==> config.mk <==
export PLATFORM = sky130hd
export DESIGN_NAME = ram_dma_engine_flat
export DESIGN_NICKNAME = d
export VERILOG_FILES = /design/src/rtl/ram_dma_pkg.sv /design/src/rtl/ram_dma_engine_if.sv /design/src/rtl/ram_dma_addr_gen.sv /design/src/rtl/ram_dma_engine.sv /design/src/flat_wrapper.sv
export SDC_FILE = /design/constraint.sdc
export NUM_CORES = 1
export LEC_CHECK = 0
export BUFFER_PORTS_ARGS = -buffer_cell sky130_fd_sc_hd__buf_2
export CORE_MARGIN = 2
export CORE_UTILIZATION = 54
export DETAILED_ROUTE_END_ITERATION = 12
export PLACE_DENSITY = 0.79
export SETUP_SLACK_MARGIN = 0.5
export SYNTH_ARGS = -nofsm -noshare
export SYNTH_HDL_FRONTEND = slang
export SYNTH_SLANG_ARGS = --single-unit
==> constraint.sdc <==
create_clock -name clk -period 4.4 [get_ports clk]
set_input_delay 0.66 -clock clk [delete_from_list [all_inputs] [get_ports clk]]
set_output_delay 0.66 -clock clk [all_outputs]
set_load 0.05 [all_outputs]
==> src/rtl/ram_dma_pkg.sv <==
// ram_dma_pkg: constants shared by the RAM DMA engine, its address
// generators, its RAM-side interface and the RAM instance it drives.
//   - RAM_ADDR_W / RAM_DATA_W : default RAM geometry (32 x 32-bit)
//   - OP_*                    : command opcode encodings on the op port
//   - ST_*                    : engine FSM state encodings
package ram_dma_pkg;

  localparam int RAM_ADDR_W = 5;
  localparam int RAM_DATA_W = 32;

  // Command opcodes
  localparam logic [1:0] OP_FILL = 2'd0;
  localparam logic [1:0] OP_COPY = 2'd1;
  localparam logic [1:0] OP_SUM  = 2'd2;
  localparam logic [1:0] OP_RSVD = 2'd3;

  // Engine FSM state encoding
  typedef logic [2:0] state_t;
  localparam state_t ST_IDLE    = 3'd0;
  localparam state_t ST_FILL_W  = 3'd1;
  localparam state_t ST_COPY_R  = 3'd2;
  localparam state_t ST_COPY_W  = 3'd3;
  localparam state_t ST_SUM_R   = 3'd4;
  localparam state_t ST_SUM_ACC = 3'd5;
  localparam state_t ST_DONE    = 3'd6;

endpackage

==> src/rtl/ram_dma_engine_if.sv <==
// ram_dma_engine_if: single-port synchronous RAM bus between the DMA engine
// (master) and one RAM instance (slave). The RAM has a 1-cycle registered
// read and is write-first on the addressed word.
//   mem_address  master->slave  word address
//   mem_wdata    master->slave  RAM data_in
//   mem_writeOn  master->slave  write enable
//   mem_rdata    slave->master  RAM data_out (registered)
interface ram_dma_engine_if
  import ram_dma_pkg::*;
#(
  parameter int ADDR_W = RAM_ADDR_W,
  parameter int DATA_W = RAM_DATA_W
) ();

  logic [ADDR_W-1:0] mem_address;
  logic [DATA_W-1:0] mem_wdata;
  logic [DATA_W-1:0] mem_rdata;
  logic              mem_writeOn;

  modport master (
    output mem_address,
    output mem_wdata,
    output mem_writeOn,
    input  mem_rdata
  );

  modport slave (
    input  mem_address,
    input  mem_wdata,
    input  mem_writeOn,
    output mem_rdata
  );

endinterface

==> src/rtl/ram_dma_addr_gen.sv <==
// ram_dma_addr_gen: base register plus index counter for one DMA address
// stream. Produces (base + index) mod 2**ADDR_W and flags the last index.
//   clk, rst_n : clock, asynchronous active-low reset
//   load       : capture base_in and clear the index
//   base_in    : base address captured on load
//   advance    : step the index by one
//   last_idx   : index value of the final word (len - 1)
//   addr       : current wrapped address
//   last       : current index equals last_idx
module ram_dma_addr_gen
  import ram_dma_pkg::*;
#(
  parameter int ADDR_W = RAM_ADDR_W,
  parameter int LEN_W  = ADDR_W + 1
) (
  input  logic              clk,
  input  logic              rst_n,
  input  logic              load,
  input  logic [ADDR_W-1:0] base_in,
  input  logic              advance,
  input  logic [LEN_W-1:0]  last_idx,
  output logic [ADDR_W-1:0] addr,
  output logic              last
);

  logic [ADDR_W-1:0] base_q, base_d;
  logic [LEN_W-1:0]  idx_q, idx_d;

  always_comb begin
    base_d = base_q;
    idx_d  = idx_q;
    if (load) begin
      base_d = base_in;
      idx_d  = '0;
    end else if (advance) begin
      idx_d = idx_q + LEN_W'(1);
    end
  end

  always_ff @(posedge clk or negedge rst_n) begin
    if (!rst_n) begin
      base_q <= '0;
      idx_q  <= '0;
    end else begin
      base_q <= base_d;
      idx_q  <= idx_d;
    end
  end

  // Dropping the index MSB gives the modulo-2**ADDR_W wrap for free.
  assign addr = base_q + idx_q[ADDR_W-1:0];
  assign last = (idx_q == last_idx);

endmodule

==> src/rtl/ram_dma_engine.sv <==
// ram_dma_engine: block-command initiator for one synchronous single-port RAM.
// Runs one FILL / COPY / SUM command at a time and owns the RAM bus while busy.
//   clk, rst_n      : clock shared with the RAM, asynchronous active-low reset
//   start, op       : command strobe (sampled in IDLE only) and opcode
//   src_addr, dst_addr, len, fill_data : command operands, captured on start
//   busy, done      : busy from the cycle after start; 1-cycle done pulse
//   error           : bad opcode or length, valid with done, held to next start
//   result          : SUM total (mod 2**DATA_W), held to next start
//   mem             : RAM bus (ram_dma_engine_if.master)
//   cycle_count     : busy-cycle counter, present only when the macro
//                     RAM_DMA_CYCLE_COUNT_EN is defined
module ram_dma_engine
  import ram_dma_pkg::*;
#(
  parameter int ADDR_W = RAM_ADDR_W,
  parameter int DATA_W = RAM_DATA_W,
  parameter int LEN_W  = ADDR_W + 1
) (
  input  logic              clk,
  input  logic              rst_n,
  input  logic              start,
  input  logic [1:0]        op,
  input  logic [ADDR_W-1:0] src_addr,
  input  logic [ADDR_W-1:0] dst_addr,
  input  logic [LEN_W-1:0]  len,
  input  logic [DATA_W-1:0] fill_data,
  output logic              busy,
  output logic              done,
  output logic              error,
  output logic [DATA_W-1:0] result,
`ifdef RAM_DMA_CYCLE_COUNT_EN
  output logic [7:0]        cycle_count,
`endif
  ram_dma_engine_if.master  mem
);

  localparam logic [LEN_W-1:0] MAX_LEN = LEN_W'(1 << ADDR_W);

  state_t            state_q, state_d;
  logic [LEN_W-1:0]  len_q, len_d;
  logic [DATA_W-1:0] fill_q, fill_d;
  logic              error_q, error_d;
  logic [DATA_W-1:0] result_q, result_d;
  logic              sum_pend_q, sum_pend_d;

  logic              accept;
  logic              src_adv, dst_adv;
  logic              src_last, dst_last;
  logic [ADDR_W-1:0] src_cur, dst_cur;
  logic [LEN_W-1:0]  last_idx;

  assign accept   = start && (state_q == ST_IDLE);
  assign last_idx = len_q - LEN_W'(1);

  ram_dma_addr_gen #(.ADDR_W(ADDR_W), .LEN_W(LEN_W)) u_src_gen (
    .clk      (clk),
    .rst_n    (rst_n),
    .load     (accept),
    .base_in  (src_addr),
    .advance  (src_adv),
    .last_idx (last_idx),
    .addr     (src_cur),
    .last     (src_last)
  );

  ram_dma_addr_gen #(.ADDR_W(ADDR_W), .LEN_W(LEN_W)) u_dst_gen (
    .clk      (clk),
    .rst_n    (rst_n),
    .load     (accept),
    .base_in  (dst_addr),
    .advance  (dst_adv),
    .last_idx (last_idx),
    .addr     (dst_cur),
    .last     (dst_last)
  );

  always_comb begin
    state_d  = state_q;
    len_d    = len_q;
    fill_d   = fill_q;
    error_d  = error_q;
    result_d = result_q;
    src_adv  = 1'b0;
    dst_adv  = 1'b0;

    // Read data lags its SUM_R address by one cycle; sum_pend_q marks that
    // the word on mem_rdata belongs to the running SUM.
    sum_pend_d = (state_q == ST_SUM_R);
    if (sum_pend_q) begin
      result_d = result_q + mem.mem_rdata;
    end

    case (state_q)
      ST_IDLE: begin
        if (start) begin
          len_d    = len;
          fill_d   = fill_data;
          error_d  = 1'b0;
          result_d = '0;
          if ((op == OP_RSVD) || (len > MAX_LEN)) begin
            error_d = 1'b1;
            state_d = ST_DONE;
          end else if (len == '0) begin
            state_d = ST_DONE;
          end else begin
            case (op)
              OP_FILL: state_d = ST_FILL_W;
              OP_COPY: state_d = ST_COPY_R;
              default: state_d = ST_SUM_R;
            endcase
          end
        end
      end
      ST_FILL_W: begin
        dst_adv = 1'b1;
        if (dst_last) state_d = ST_DONE;
      end
      ST_COPY_R: begin
        state_d = ST_COPY_W;
      end
      ST_COPY_W: begin
        src_adv = 1'b1;
        dst_adv = 1'b1;
        state_d = dst_last ? ST_DONE : ST_COPY_R;
      end
      ST_SUM_R: begin
        src_adv = 1'b1;
        if (src_last) state_d = ST_SUM_ACC;
      end
      ST_SUM_ACC: begin
        state_d = ST_DONE;
      end
      ST_DONE: begin
        state_d = ST_IDLE;
      end
      default: begin
        state_d = ST_IDLE;
      end
    endcase
  end

  always_ff @(posedge clk or negedge rst_n) begin
    if (!rst_n) begin
      state_q    <= ST_IDLE;
      len_q      <= '0;
      fill_q     <= '0;
      error_q    <= 1'b0;
      result_q   <= '0;
      sum_pend_q <= 1'b0;
    end else begin
      state_q    <= state_d;
      len_q      <= len_d;
      fill_q     <= fill_d;
      error_q    <= error_d;
      result_q   <= result_d;
      sum_pend_q <= sum_pend_d;
    end
  end

  // RAM bus is decoded from registered state only, so an asynchronous reset
  // forces writeOn, address and data to zero immediately.
  logic [ADDR_W-1:0] bus_addr;
  logic [DATA_W-1:0] bus_wdata;
  logic              bus_we;

  always_comb begin
    bus_addr  = '0;
    bus_wdata = '0;
    bus_we    = 1'b0;
    case (state_q)
      ST_FILL_W: begin
        bus_addr  = dst_cur;
        bus_wdata = fill_q;
        bus_we    = 1'b1;
      end
      ST_COPY_R: begin
        bus_addr = src_cur;
      end
      ST_COPY_W: begin
        bus_addr  = dst_cur;
        bus_wdata = mem.mem_rdata;
        bus_we    = 1'b1;
      end
      ST_SUM_R: begin
        bus_addr = src_cur;
      end
      default: ;
    endcase
  end

  assign mem.mem_address = bus_addr;
  assign mem.mem_wdata   = bus_wdata;
  assign mem.mem_writeOn = bus_we;

  assign busy   = (state_q != ST_IDLE) && (state_q != ST_DONE);
  assign done   = (state_q == ST_DONE);
  assign error  = error_q;
  assign result = result_q;

`ifdef RAM_DMA_CYCLE_COUNT_EN
  logic [7:0] cnt_q, cnt_d;

  always_comb begin
    cnt_d = cnt_q;
    if (accept) begin
      cnt_d = '0;
    end else if (busy && (cnt_q != 8'hFF)) begin
      cnt_d = cnt_q + 8'd1;
    end
  end

  always_ff @(posedge clk or negedge rst_n) begin
    if (!rst_n) cnt_q <= '0;
    else        cnt_q <= cnt_d;
  end

  assign cycle_count = cnt_q;
`endif

endmodule
==> src/flat_wrapper.sv <==
// flat-port wrapper written by rule: the top's interface ports become plain ports
module ram_dma_engine_flat import ram_dma_pkg::*;
#(
  parameter int ADDR_W = RAM_ADDR_W,
  parameter int DATA_W = RAM_DATA_W,
  parameter int LEN_W  = ADDR_W + 1
)
  (clk, rst_n, start, op, src_addr, dst_addr, len, fill_data, busy, done, error, result, mem_mem_address, mem_mem_wdata, mem_mem_writeOn, mem_mem_rdata);
  ram_dma_engine_if #(.ADDR_W(ADDR_W), .DATA_W(DATA_W)) mem_i ();
  input  logic clk;
  input  logic rst_n;
  input  logic start;
  input  logic [1:0] op;
  input  logic [ADDR_W-1:0] src_addr;
  input  logic [ADDR_W-1:0] dst_addr;
  input  logic [LEN_W-1:0] len;
  input  logic [DATA_W-1:0] fill_data;
  output logic busy;
  output logic done;
  output logic error;
  output logic [DATA_W-1:0] result;
  output wire logic [$bits(mem_i.mem_address)-1:0] mem_mem_address;
  output wire logic [$bits(mem_i.mem_wdata)-1:0] mem_mem_wdata;
  output wire logic [$bits(mem_i.mem_writeOn)-1:0] mem_mem_writeOn;
  input wire logic [$bits(mem_i.mem_rdata)-1:0] mem_mem_rdata;
  assign mem_mem_address = mem_i.mem_address;
  assign mem_mem_wdata = mem_i.mem_wdata;
  assign mem_mem_writeOn = mem_i.mem_writeOn;
  assign mem_i.mem_rdata = mem_mem_rdata;
  ram_dma_engine #(.ADDR_W(ADDR_W), .DATA_W(DATA_W), .LEN_W(LEN_W)) u_core (.clk(clk), .rst_n(rst_n), .start(start), .op(op), .src_addr(src_addr), .dst_addr(dst_addr), .len(len), .fill_data(fill_data), .busy(busy), .done(done), .error(error), .result(result), .mem(mem_i));
endmodule
==> results_dict.tcl, run 1 <==
set metrics [dict create \
    status "complete, no violations" \
    synth_edf_count 0 \
    synth_cell_type_count 65 \
    peakVddDrop_v 0.0004441 \
    powerDensity_mw_per_mm2 800.7 \
    synthCells 800 \
    coreArea_mm2 0.01211 \
    p_int_w 0.002938 \
    path_depth 5 \
    grt_setup_unrepaired "no" \
    cts_tree "built" \
    wl_um 17780 \
    antenna_found_initial 0 \
    holdBufCountCts 0 \
    worstReg2RegStart "u_core.result[0]" \
    firstDrtPassIters 5 \
    p_seq_frac 0.260 \
    crit_chain "nand2b_2, inv_2, nand2_1, o21ai_0, buf_2" \
    io-pin-count 158 \
    timing.slew.headroom 0.3924 \
    slowest_delay_ps 800 \
    synthAdderAreaFrac 0.08662 \
    synth-main-ff-cell "dfrtp_1" \
    p_sw_w 0.003389 \
    finalSetupViolations 0 \
    routedWlPerCell_um 16.09 \
    design.die.area_mm2 0.01343 \
    synth_top_family_by_area "simple AND/OR/NAND/NOR gates" \
    rr_worst_depth 10 \
    syn-cell-area_mm2 0.006760 \
    sw_frac_of_total 0.5356 \
    worstPathRequired_ps 3740 \
    cp_max_fo 38 \
    chipWidth_um 115.9 \
    grt_util_all_layers 0.2729 \
    synth.yosys.seq_area_share 0.3591 \
    grt_max_degree 70 \
    start_util 0.5582 \
    worst_pin_slew_ps 911.4 \
    combPwrFrac 0.623 \
    rows 40 \
    worst-path-buf-inv 2 \
    drc 0 \
    dp_cells 1089 \
    ant_nets 0 \
    ys_ff_latch 97 \
    drv_slew 0 \
    syn_nets 930 \
    synthMuxAreaShare 0.08310 \
    finalNetCount 1062 \
    fmax_ghz 0.3200 \
    r2r-end "u_core.result[26]" \
    critPathCapture "mem_mem_address[1]" \
    path_delay_family "simple AND/OR/NAND/NOR gates" \
    cts-root-buf "clkbuf_16" \
    gp_congestion 0.9076 \
    syn2layout_area_growth_pct 16.88 \
    syn_avg_cell_area_um2 8.450 \
    critPathLaunchType "register" \
    postCtsSetupRepairBufs 0 \
    final_cells 1105 \
    portBuffers 157 \
    worstSkewPairLatency_ps 360 \
    setup-tns-final_ps 0 \
    clock_sink_count 97 \
    async_flop_share 1.000 \
    max-clock-path-buffers 2 \
    n_antenna_cell 0 \
    grt_pass1_wl_um 28820 \
    synth_compound_area_frac 0.1425 \
    timing.reg2reg.setup_slack_ps 1530 \
    synthXorXnorAreaFrac 0.07385 \
    viasPerCell 5.557 \
    grt_pass1_vias 5864 \
    gr-total-overflow 0 \
    final_cell_mix "177 x nand2_1, 156 x buf_2, 96 x dfrtp_1, 86 x nor2_1, 55 x mux2i_1" \
    fin_crit_sh 0.7102 \
    vias 6141 \
    worst_setup_path_end_kind "output pin" \
    numCtsBuffers 9 \
    leakagePower_nw 4.220 \
    maxCapViolCount 0 \
    cts_resized 0 \
    fin_util 0.6524 \
    final_hold_viol_count 0 \
    final_common_cell "nand2_1" \
    hp-class "primary input to async pin" \
    skew_ps 11.80 \
    drt_iter0_markers 373 \
    crit_type "register to output pin" \
    cp.arrival_ps 2460 \
    fin_hold_ws_ps 421.4 \
    h-tree-depth 3 \
    clkPwrFrac 0.117 \
    place_hpwl_um 13010 \
    synth-simple-area-share 0.2158 \
    yosysWarnings 0 \
    layout-drive-gt1-share 0.2124 \
    min_period_ps 3125 \
    cts.clk_slew.worst_paths_ps 70 \
    cp_slowest_cell "nand2b_2" \
    die_y_um 115.9 \
    cp-startpoint "u_core.state_q[2]" \
]
## flip-flops by register name, indices dropped and copies added, names as in the netlist, 3 cells and up
signal,count
u_core.u_src_gen.base_q,5
u_core.fill_q,32
u_core.len_q,6
u_core.result,32
u_core.state_q,3
u_core.u_dst_gen.base_q,5
u_core.u_dst_gen.idx_q,6
u_core.u_src_gen.idx_q,6
## cells in the mapped netlist, drive strengths merged (2+ instances only)
library cell | count | area [um2]
nand2 | 177 | 664.4
o211ai | 3 | 27.52
o21a | 7 | 52.55
o22ai | 6 | 37.54
buf | 14 | 72.56
o21ai | 32 | 160.2
nor4 | 4 | 25.02
mux2i | 55 | 550.5
nor3 | 11 | 55.05
a31oi | 7 | 43.79
fa | 3 | 60.06
o31ai | 2 | 15.01
nand4 | 12 | 75.07
nor2b | 2 | 12.51
clkbuf | 30 | 127.6
and4 | 4 | 37.54
ha | 42 | 525.5
a32oi | 3 | 41.29
and3 | 6 | 37.54
nor4b | 2 | 17.52
xnor2 | 30 | 262.8
nand2b | 2 | 12.51
nor2 | 86 | 322.8
a211oi | 4 | 30.03
a21oi | 45 | 232.7
nor3b | 3 | 27.52
a21o | 19 | 143.9
nand3b | 5 | 37.54
o21bai | 5 | 37.54
nand3 | 12 | 60.06
or3 | 4 | 25.02
a311o | 3 | 30.03
inv | 17 | 63.81
xor2 | 27 | 236.5
dfrtp | 97 | 2427
or4 | 2 | 15.01
or2 | 3 | 18.77
## power groups by stage
stage	Sequential, W	Clock, W	Combinational, W
final	0.00164	0.000743	0.00394
after global routing	0.00169	0.000791	0.00430
after CTS	0.00164	0.000759	0.00394
after detailed placement	0.00165	0	0.00391
after global placement	0.00163	0	0.00385
after floorplan	0.00191	0	0.00279
## per-layer routing
layer  track usage  vias up  wire, um
li1              -     3038         -
met1        0.3824     2908      8099
met2        0.4464      177      8586
met3       0.03556       18       847
met4       0.08016        0       244
met5             0        -         0
## worst min-delay path by stage
stage / to / depth (start not counted) / slack (ps)
3_3_place_gp: u_core.fill_q[20] / 2 / 460
4_1_cts: u_core.fill_q[24] / 1 / 460
2_1_floorplan: u_core.error / 0 / 360
5_1_grt: u_core.fill_q[27] / 1 / 490
6_report: u_core.fill_q[27] / 1 / 420
3_5_place_dp: u_core.fill_q[20] / 2 / 460
## layout make-up
class                   count  area (um2)
flip-flops and latches     97        2429
well taps                 168       210.2
repair buffers            165       848.3
clock inverters             6       43.79
inverters                  17       63.81
clock buffers              10       229.0
fillers                  1097        4210
multi-input cells         642        4078
## worst reg2reg max path: stages, from the launching register on
cell and delay (ps):
dfrtp_1 410, ha_1 220, fa_1 410, a21oi_1 230, o21bai_1 120, a21oi_2 200
a31oi_1 200, a21oi_2 300, o31ai_1 130, and4_1 210, a311o_1 310
## per-stage QoR
stage               setup WS, ps  instance area [um2]  total power (W)
floorplan                   1491                 6760         0.004700
global placement            1227                 7629         0.005487
detailed placement          1175                 7629         0.005569
CTS                         1247                 7901         0.006339
global route                1124                 7901         0.006785
finish                      1275                 7901         0.006327
## cells by family after synthesis
| kind of cell | after synthesis |
|---|---|
| and+or+nand+nor | 337 |
| AOI/OAI and AO/OA | 147 |
| DFF | 97 |
| buffers and inverters | 61 |
| xor gates and xnor gates | 57 |
| muxes | 56 |
| adders and majority gates | 45 |
Note: power is estimated with default switching activity, not from simulation.
==> run 2, diff against run 1 <==
Settings changed: ABC_AREA set to 1, PLACE_DENSITY 0.79 to 0.78.
Clock period 4.4 ns to 3 ns, I/O delays scaled along.
==> results_dict.tcl, run 2 <==
set metrics [dict create \
    status "complete, no violations" \
    gp_congestion 0.9336 \
    ys_ff_latch 97 \
    slowest_delay_ps 390 \
    ys_top_cells_by_area "dfrtp_1 34%, nand2_1 20%, inv_1 8.9%, ha_1 7.3%, nand3_1 5.2%" \
    hp-class "primary input to async pin" \
    timing.slew.headroom 0.5974 \
    yosysMostFrequentCell "nand2_1" \
    drc 0 \
    clkPwrFrac 0.113 \
    final_common_cell "nand2_1" \
    synthCells 1074 \
    finish.instance_area_mm2 0.008561 \
    syn_avg_cell_area_um2 6.687 \
    netlist.top_cell.by_area "dfrtp_1" \
    cts.clk_slew.worst_paths_ps 70 \
    max-clock-path-buffers 2 \
    netlist.area_leader.share 0.3380 \
    wl_um 20740 \
    fmax_ghz 0.3863 \
    vias 7515 \
    p_seq_frac 0.236 \
    drv_slew 0 \
    async_flop_share 1.000 \
    numCtsBuffers 9 \
    p_sw_w 0.005866 \
    timing.reg2reg.setup_slack_ps 900 \
    portBuffers 157 \
    worst_setup_path_end_kind "output pin" \
    firstDrtPassIters 4 \
    powerDensity_mw_per_mm2 1239 \
    finalNetCount 1356 \
    finalSetupViolations 0 \
    holdBufCountCts 0 \
    viasPerCell 5.345 \
    place_hpwl_um 15860 \
    dp_slack_ps 656.9 \
    antenna_found_initial 0 \
    syn_nets 1204 \
    grt_setup_unrepaired "yes" \
    synth_edf_count 0 \
    gr-total-overflow 0 \
    combPwrFrac 0.651 \
    r2r-end "u_core.result[30]" \
    rr_worst_depth 14 \
    io-pin-count 158 \
    synth.yosys.seq_area_share 0.3380 \
    fillCellCount 1226 \
    final_cell_mix "378 x nand2_1, 169 x inv_1, 153 x buf_2, 96 x dfrtp_1, 75 x nand3_1" \
    grt_pass1_wl_um 33570 \
    syn2layout_area_growth_pct 19.20 \
    cp.arrival_ps 2140 \
    rows 42 \
    maxCapViolCount 0 \
    placed_area_mm2 0.008183 \
    cp_max_fo 2 \
    peakVddDrop_v 0.0007379 \
    synth-main-ff-cell "dfrtp_1" \
    grt_util_all_layers 0.2962 \
    clock_sink_count 97 \
    setup-tns-final_ps 0 \
    cp_slowest_cell "dfrtp_1" \
    syn-cell-area_mm2 0.007182 \
    skew_ps 7.636 \
    h-tree-depth 3 \
    crit_chain "ha_2, fa_2, nand2_1, inv_1, o21a_1, nor2_1, xor2_1, o21ai_2, buf_6" \
    drt_iter0_markers 557 \
    synth_commonest_cells "378 x nand2_1, 170 x inv_1, 97 x dfrtp_1, 75 x nand3_1, 62 x nor2_1" \
    layout-drive-gt1-share 0.1732 \
    fin_util 0.6516 \
    fin_ws_ps 411.4 \
    start_util 0.5467 \
    critPathLaunchType "register" \
    ant_nets 0 \
    worst_pin_slew_ps 603.9 \
    coreArea_mm2 0.01314 \
    min_period_ps 2589 \
    grt_pass1_vias 6993 \
    grt_max_degree 63 \
    final_hold_viol_count 0 \
    cts-root-buf "clkbuf_16" \
    p_int_w 0.004742 \
    yosysWarnings 0 \
    sw_frac_of_total 0.5530 \
    n_antenna_cell 0 \
    leakagePower_nw 5.006 \
    crit_type "register to output pin" \
    design.die.area_mm2 0.01424 \
    worstSkewPairLatency_ps 360 \
    routedWlPerCell_um 14.75 \
    synth_cell_type_count 37 \
    worstPathRequired_ps 2550 \
    die_y_um 119.3 \
    fin_crit_sh 0.8629 \
    cts_tree "built" \
    chipWidth_um 119.3 \
    worstReg2RegStart "u_core.result[0]" \
]
## run 2: changes by cell type in the layout (fill, tap and decap cells not counted), sizes merged, moves of 6 or more
cell / change
nand2: +204
nand3: +63
nor2: -20
a21o: -16
o21a: -6
o21ai: +17
xnor2: -24
inv: +159
a22o: +32
xor2: -16
o21bai: +7
mux2i: -55
## run 2: power by group through the flow
stage / registers (W) / clock network (W) / logic [W]
floorplan: 0.00313 / 0 / 0.00445
global placement: 0.00249 / 0 / 0.00657
detailed placement: 0.00250 / 0 / 0.00668
CTS: 0.00248 / 0.00121 / 0.00678
global route: 0.00257 / 0.00126 / 0.00765
finish: 0.00250 / 0.00120 / 0.00691
## run 2: critical path: cells and delay by family, from the launching register on
family,cells,cell delay [ps]
buf+inv,2,210
compound gates,2,250
xor+xnor,1,210
flops,1,390
simple gates,2,190
fa+ha+maj,2,530
## run 2: how the worst max path moves through the flow
stage	cells past startpoint	to	start	slack, ps
3_3_place_gp	9	mem_mem_address[4]	u_core.u_dst_gen.idx_q[0]	670
6_report	9	mem_mem_address[4]	u_core.u_dst_gen.base_q[0]	410
5_1_grt	9	mem_mem_address[4]	u_core.u_dst_gen.idx_q[0]	290
2_1_floorplan	8	mem_mem_address[4]	u_core.u_dst_gen.idx_q[0]	420
4_1_cts	9	mem_mem_address[4]	u_core.u_dst_gen.base_q[0]	450
3_5_place_dp	8	mem_mem_address[4]	u_core.u_src_gen.idx_q[0]	660
## run 2: cell type report
cell class	count	area (um2)	area share
inverters	175	660.6	0.07717
repair buffers	168	930.9	0.1087
well taps	176	220.2	0.02572
multi-input cells	775	4029	0.4706
clock inverters	6	66.31	0.007746
clock buffers	9	225.2	0.02631
flip-flops and latches	97	2429	0.2837
## run 2: logic make-up (layout without fill, tap and decap cells)
logic type | Yosys count | in the layout | synth area share
AND/OR/NAND/NOR | 555 | 555 | 0.3164
buffers and inverters | 202 | 358 | 0.1064
adder cells (fa/ha/maj) | 45 | 45 | 0.08153
flip-flops | 97 | 97 | 0.3380
XOR/XNOR | 17 | 17 | 0.02073
AO/OA/AOI/OAI | 158 | 158 | 0.1369
## run 2: routing by layer
metal / up-vias / wire length, um / global-route usage
met4: 0 / 696 / 0.1324
met3: 57 / 1324 / 0.03831
met2: 275 / 9874 / 0.5011
met1: 3455 / 8843 / 0.3799
met5: - / 0 / 0
li1: 3728 / - / -
## run 2: metrics by stage
step                power, W  hold WS (ps)  std cells
finish               0.01061         94.89       1406
global route         0.01148         146.9       1406
CTS                  0.01048         121.5       1404
detailed placement  0.009179         459.7       1387
global placement    0.009056         454.8       1387
floorplan           0.007579         154.4       1074
## run 2: timing repair
item	4_1_cts	5_1_grt
pin swaps	1	3
endpoints found under the setup margin	2	32
resized for setup	8	11
buffers inserted	2	2
gates cloned	0	0
==> run 3, diff against run 2 <==
Settings changed: REMOVE_ABC_BUFFERS set to 1.
==> results_dict.tcl, run 3 (same netlist as run 2, synthesis figures left out) <==
set metrics [dict create \
    status "complete, no violations" \
    drc 0 \
    leakagePower_nw 5.000 \
    routedWlPerCell_um 13.42 \
    cp-startpoint "u_core.u_dst_gen.base_q[0]" \
    final_common_cell "nand2_1" \
    cp.arrival_ps 2100 \
    worstReg2RegStart "u_core.result[0]" \
    finish.instance_area_mm2 0.008542 \
    drt_iter0_markers 393 \
    timing.reg2reg.setup_slack_ps 890 \
    crit_type "register to output pin" \
    placed_area_mm2 0.008160 \
    max-clock-path-buffers 2 \
    fin_crit_sh 0.8510 \
    design.die.area_mm2 0.01424 \
    gr-total-overflow 0 \
    critPathLaunchType "register" \
    grt_max_degree 63 \
    p_sw_w 0.005727 \
    worst_setup_path_end_kind "output pin" \
    r2r-end "u_core.result[22]" \
    ant_nets 0 \
    die_y_um 119.3 \
    io-pin-count 158 \
    h-tree-depth 3 \
    wl_um 18860 \
    peakVddDrop_v 0.001125 \
    sw_frac_of_total 0.5451 \
    grt_pass1_vias 6797 \
    worst_pin_slew_ps 650.9 \
    cp_slowest_cell "dfrtp_1" \
    skew_ps 10.53 \
    slowest_delay_ps 390 \
    start_util 0.5467 \
    fmax_ghz 0.3917 \
    firstDrtPassIters 5 \
    cp_max_fo 2 \
    fillCellCount 1256 \
    finalSetupViolations 0 \
    rr_worst_depth 14 \
    timing.slew.headroom 0.5661 \
    clock_sink_count 97 \
    worstPathRequired_ps 2550 \
    numCtsBuffers 9 \
    p_seq_frac 0.231 \
    grt_pass1_wl_um 31280 \
    p_total_w 0.01051 \
    min_period_ps 2553 \
    grt_util_all_layers 0.2715 \
    chipWidth_um 119.3 \
    crit_chain "ha_2, fa_2, nand2_1, inv_1, o21a_1, nor2_1, xor2_1, o21ai_1, buf_6" \
    clkPwrFrac 0.118 \
    setup-tns-final_ps 0 \
    powerDensity_mw_per_mm2 1230 \
    viasPerCell 5.141 \
    layout-drive-gt1-share 0.1701 \
    cts_tree "built" \
    maxCapViolCount 0 \
    coreArea_mm2 0.01314 \
    grt_setup_unrepaired "yes" \
    portBuffers 157 \
    vias 7223 \
    worstSkewPairLatency_ps 360 \
    cts.clk_slew.worst_paths_ps 70 \
    drv_slew 0 \
    antenna_found_initial 0 \
    fin_util 0.6502 \
    hp-class "primary input to async pin" \
    combPwrFrac 0.652 \
    syn2layout_area_growth_pct 18.94 \
    n_antenna_cell 0 \
    final_hold_viol_count 0 \
    critPathCapture "mem_mem_address[4]" \
    rows 42 \
    place_hpwl_um 14260 \
    p_int_w 0.004779 \
    finalNetCount 1354 \
    holdBufCountCts 0 \
    cts-root-buf "clkbuf_16" \
    final_cell_mix "378 x nand2_1, 168 x inv_1, 152 x buf_2, 96 x dfrtp_1, 75 x nand3_1" \
    gp_congestion 0.9437 \
    fin_hold_ws_ps 103.6 \
]
==> run 3: per-layer routing <==
metal  vias to the layer above  global-route usage  wire [um]
li1                       3715                   -          -
met1                      3240              0.3389       8146
met2                       232              0.4716       9066
met3                        36             0.05220       1135
met4                         0             0.09191        507
met5                         -                   0          0
==> run 3: what timing repair did <==
action	4_1_cts	5_1_grt
gates resized for setup	8	12
setup endpoints to repair	32	35
gates cloned	0	0
setup buffers	2	0
pin swaps	1	1
==> run 3: cell type report <==
cell class / instances / area, um2 / share of cell area
Timing Repair Buffer: 166 / 905.9 / 0.1060
Clock buffer: 12 / 266.5 / 0.03120
Inverter: 175 / 656.9 / 0.07690
Tap cell: 176 / 220.2 / 0.02578
Clock inverter: 4 / 56.30 / 0.006591
Multi-Input combinational cell: 775 / 4008 / 0.4692
Sequential cell: 97 / 2429 / 0.2843
==> run 3: power groups by stage <==
stage	Combinational (W)	Clock (W)	Sequential, W
2_1_floorplan	0.00433	0	0.00317
3_3_place_gp	0.00659	0	0.00242
3_5_place_dp	0.00669	0	0.00244
4_1_cts	0.00679	0.00126	0.00242
5_1_grt	0.00761	0.00132	0.00251
6_report	0.00685	0.00124	0.00242
==> run 3: through the flow <==
step / setup slack (ps) / std cells
final: 446.9 / 1405
after global routing: 354.0 / 1405
after global placement: 658.9 / 1387
after floorplan: -135.1 / 1047
after CTS: 443.4 / 1405
after detailed placement: 638.2 / 1387
==> run 3: worst max-delay path, delay by kind of cell (launching register included) <==
family / cells / cell delay (ps)
AOI/OAI and AO/OA: 2 / 330
xor gates and xnor gates: 1 / 80
adders and majority gates: 2 / 540
buffers and inverters: 2 / 230
DFF: 1 / 390
and+or+nand+nor: 2 / 170
==> run 3: worst min path at each step <==
stage / slack [ps] / end / startpoint
2_1_floorplan: 150 / u_core.error / rst_n
5_1_grt: 160 / u_core.u_dst_gen.base_q[4] / rst_n
6_report: 100 / u_core.u_dst_gen.base_q[4] / rst_n
3_3_place_gp: 450 / u_core.fill_q[16] / u_core.fill_q[16]
4_1_cts: 130 / u_core.u_dst_gen.base_q[4] / rst_n
3_5_place_dp: 460 / u_core.fill_q[2] / u_core.fill_q[2]
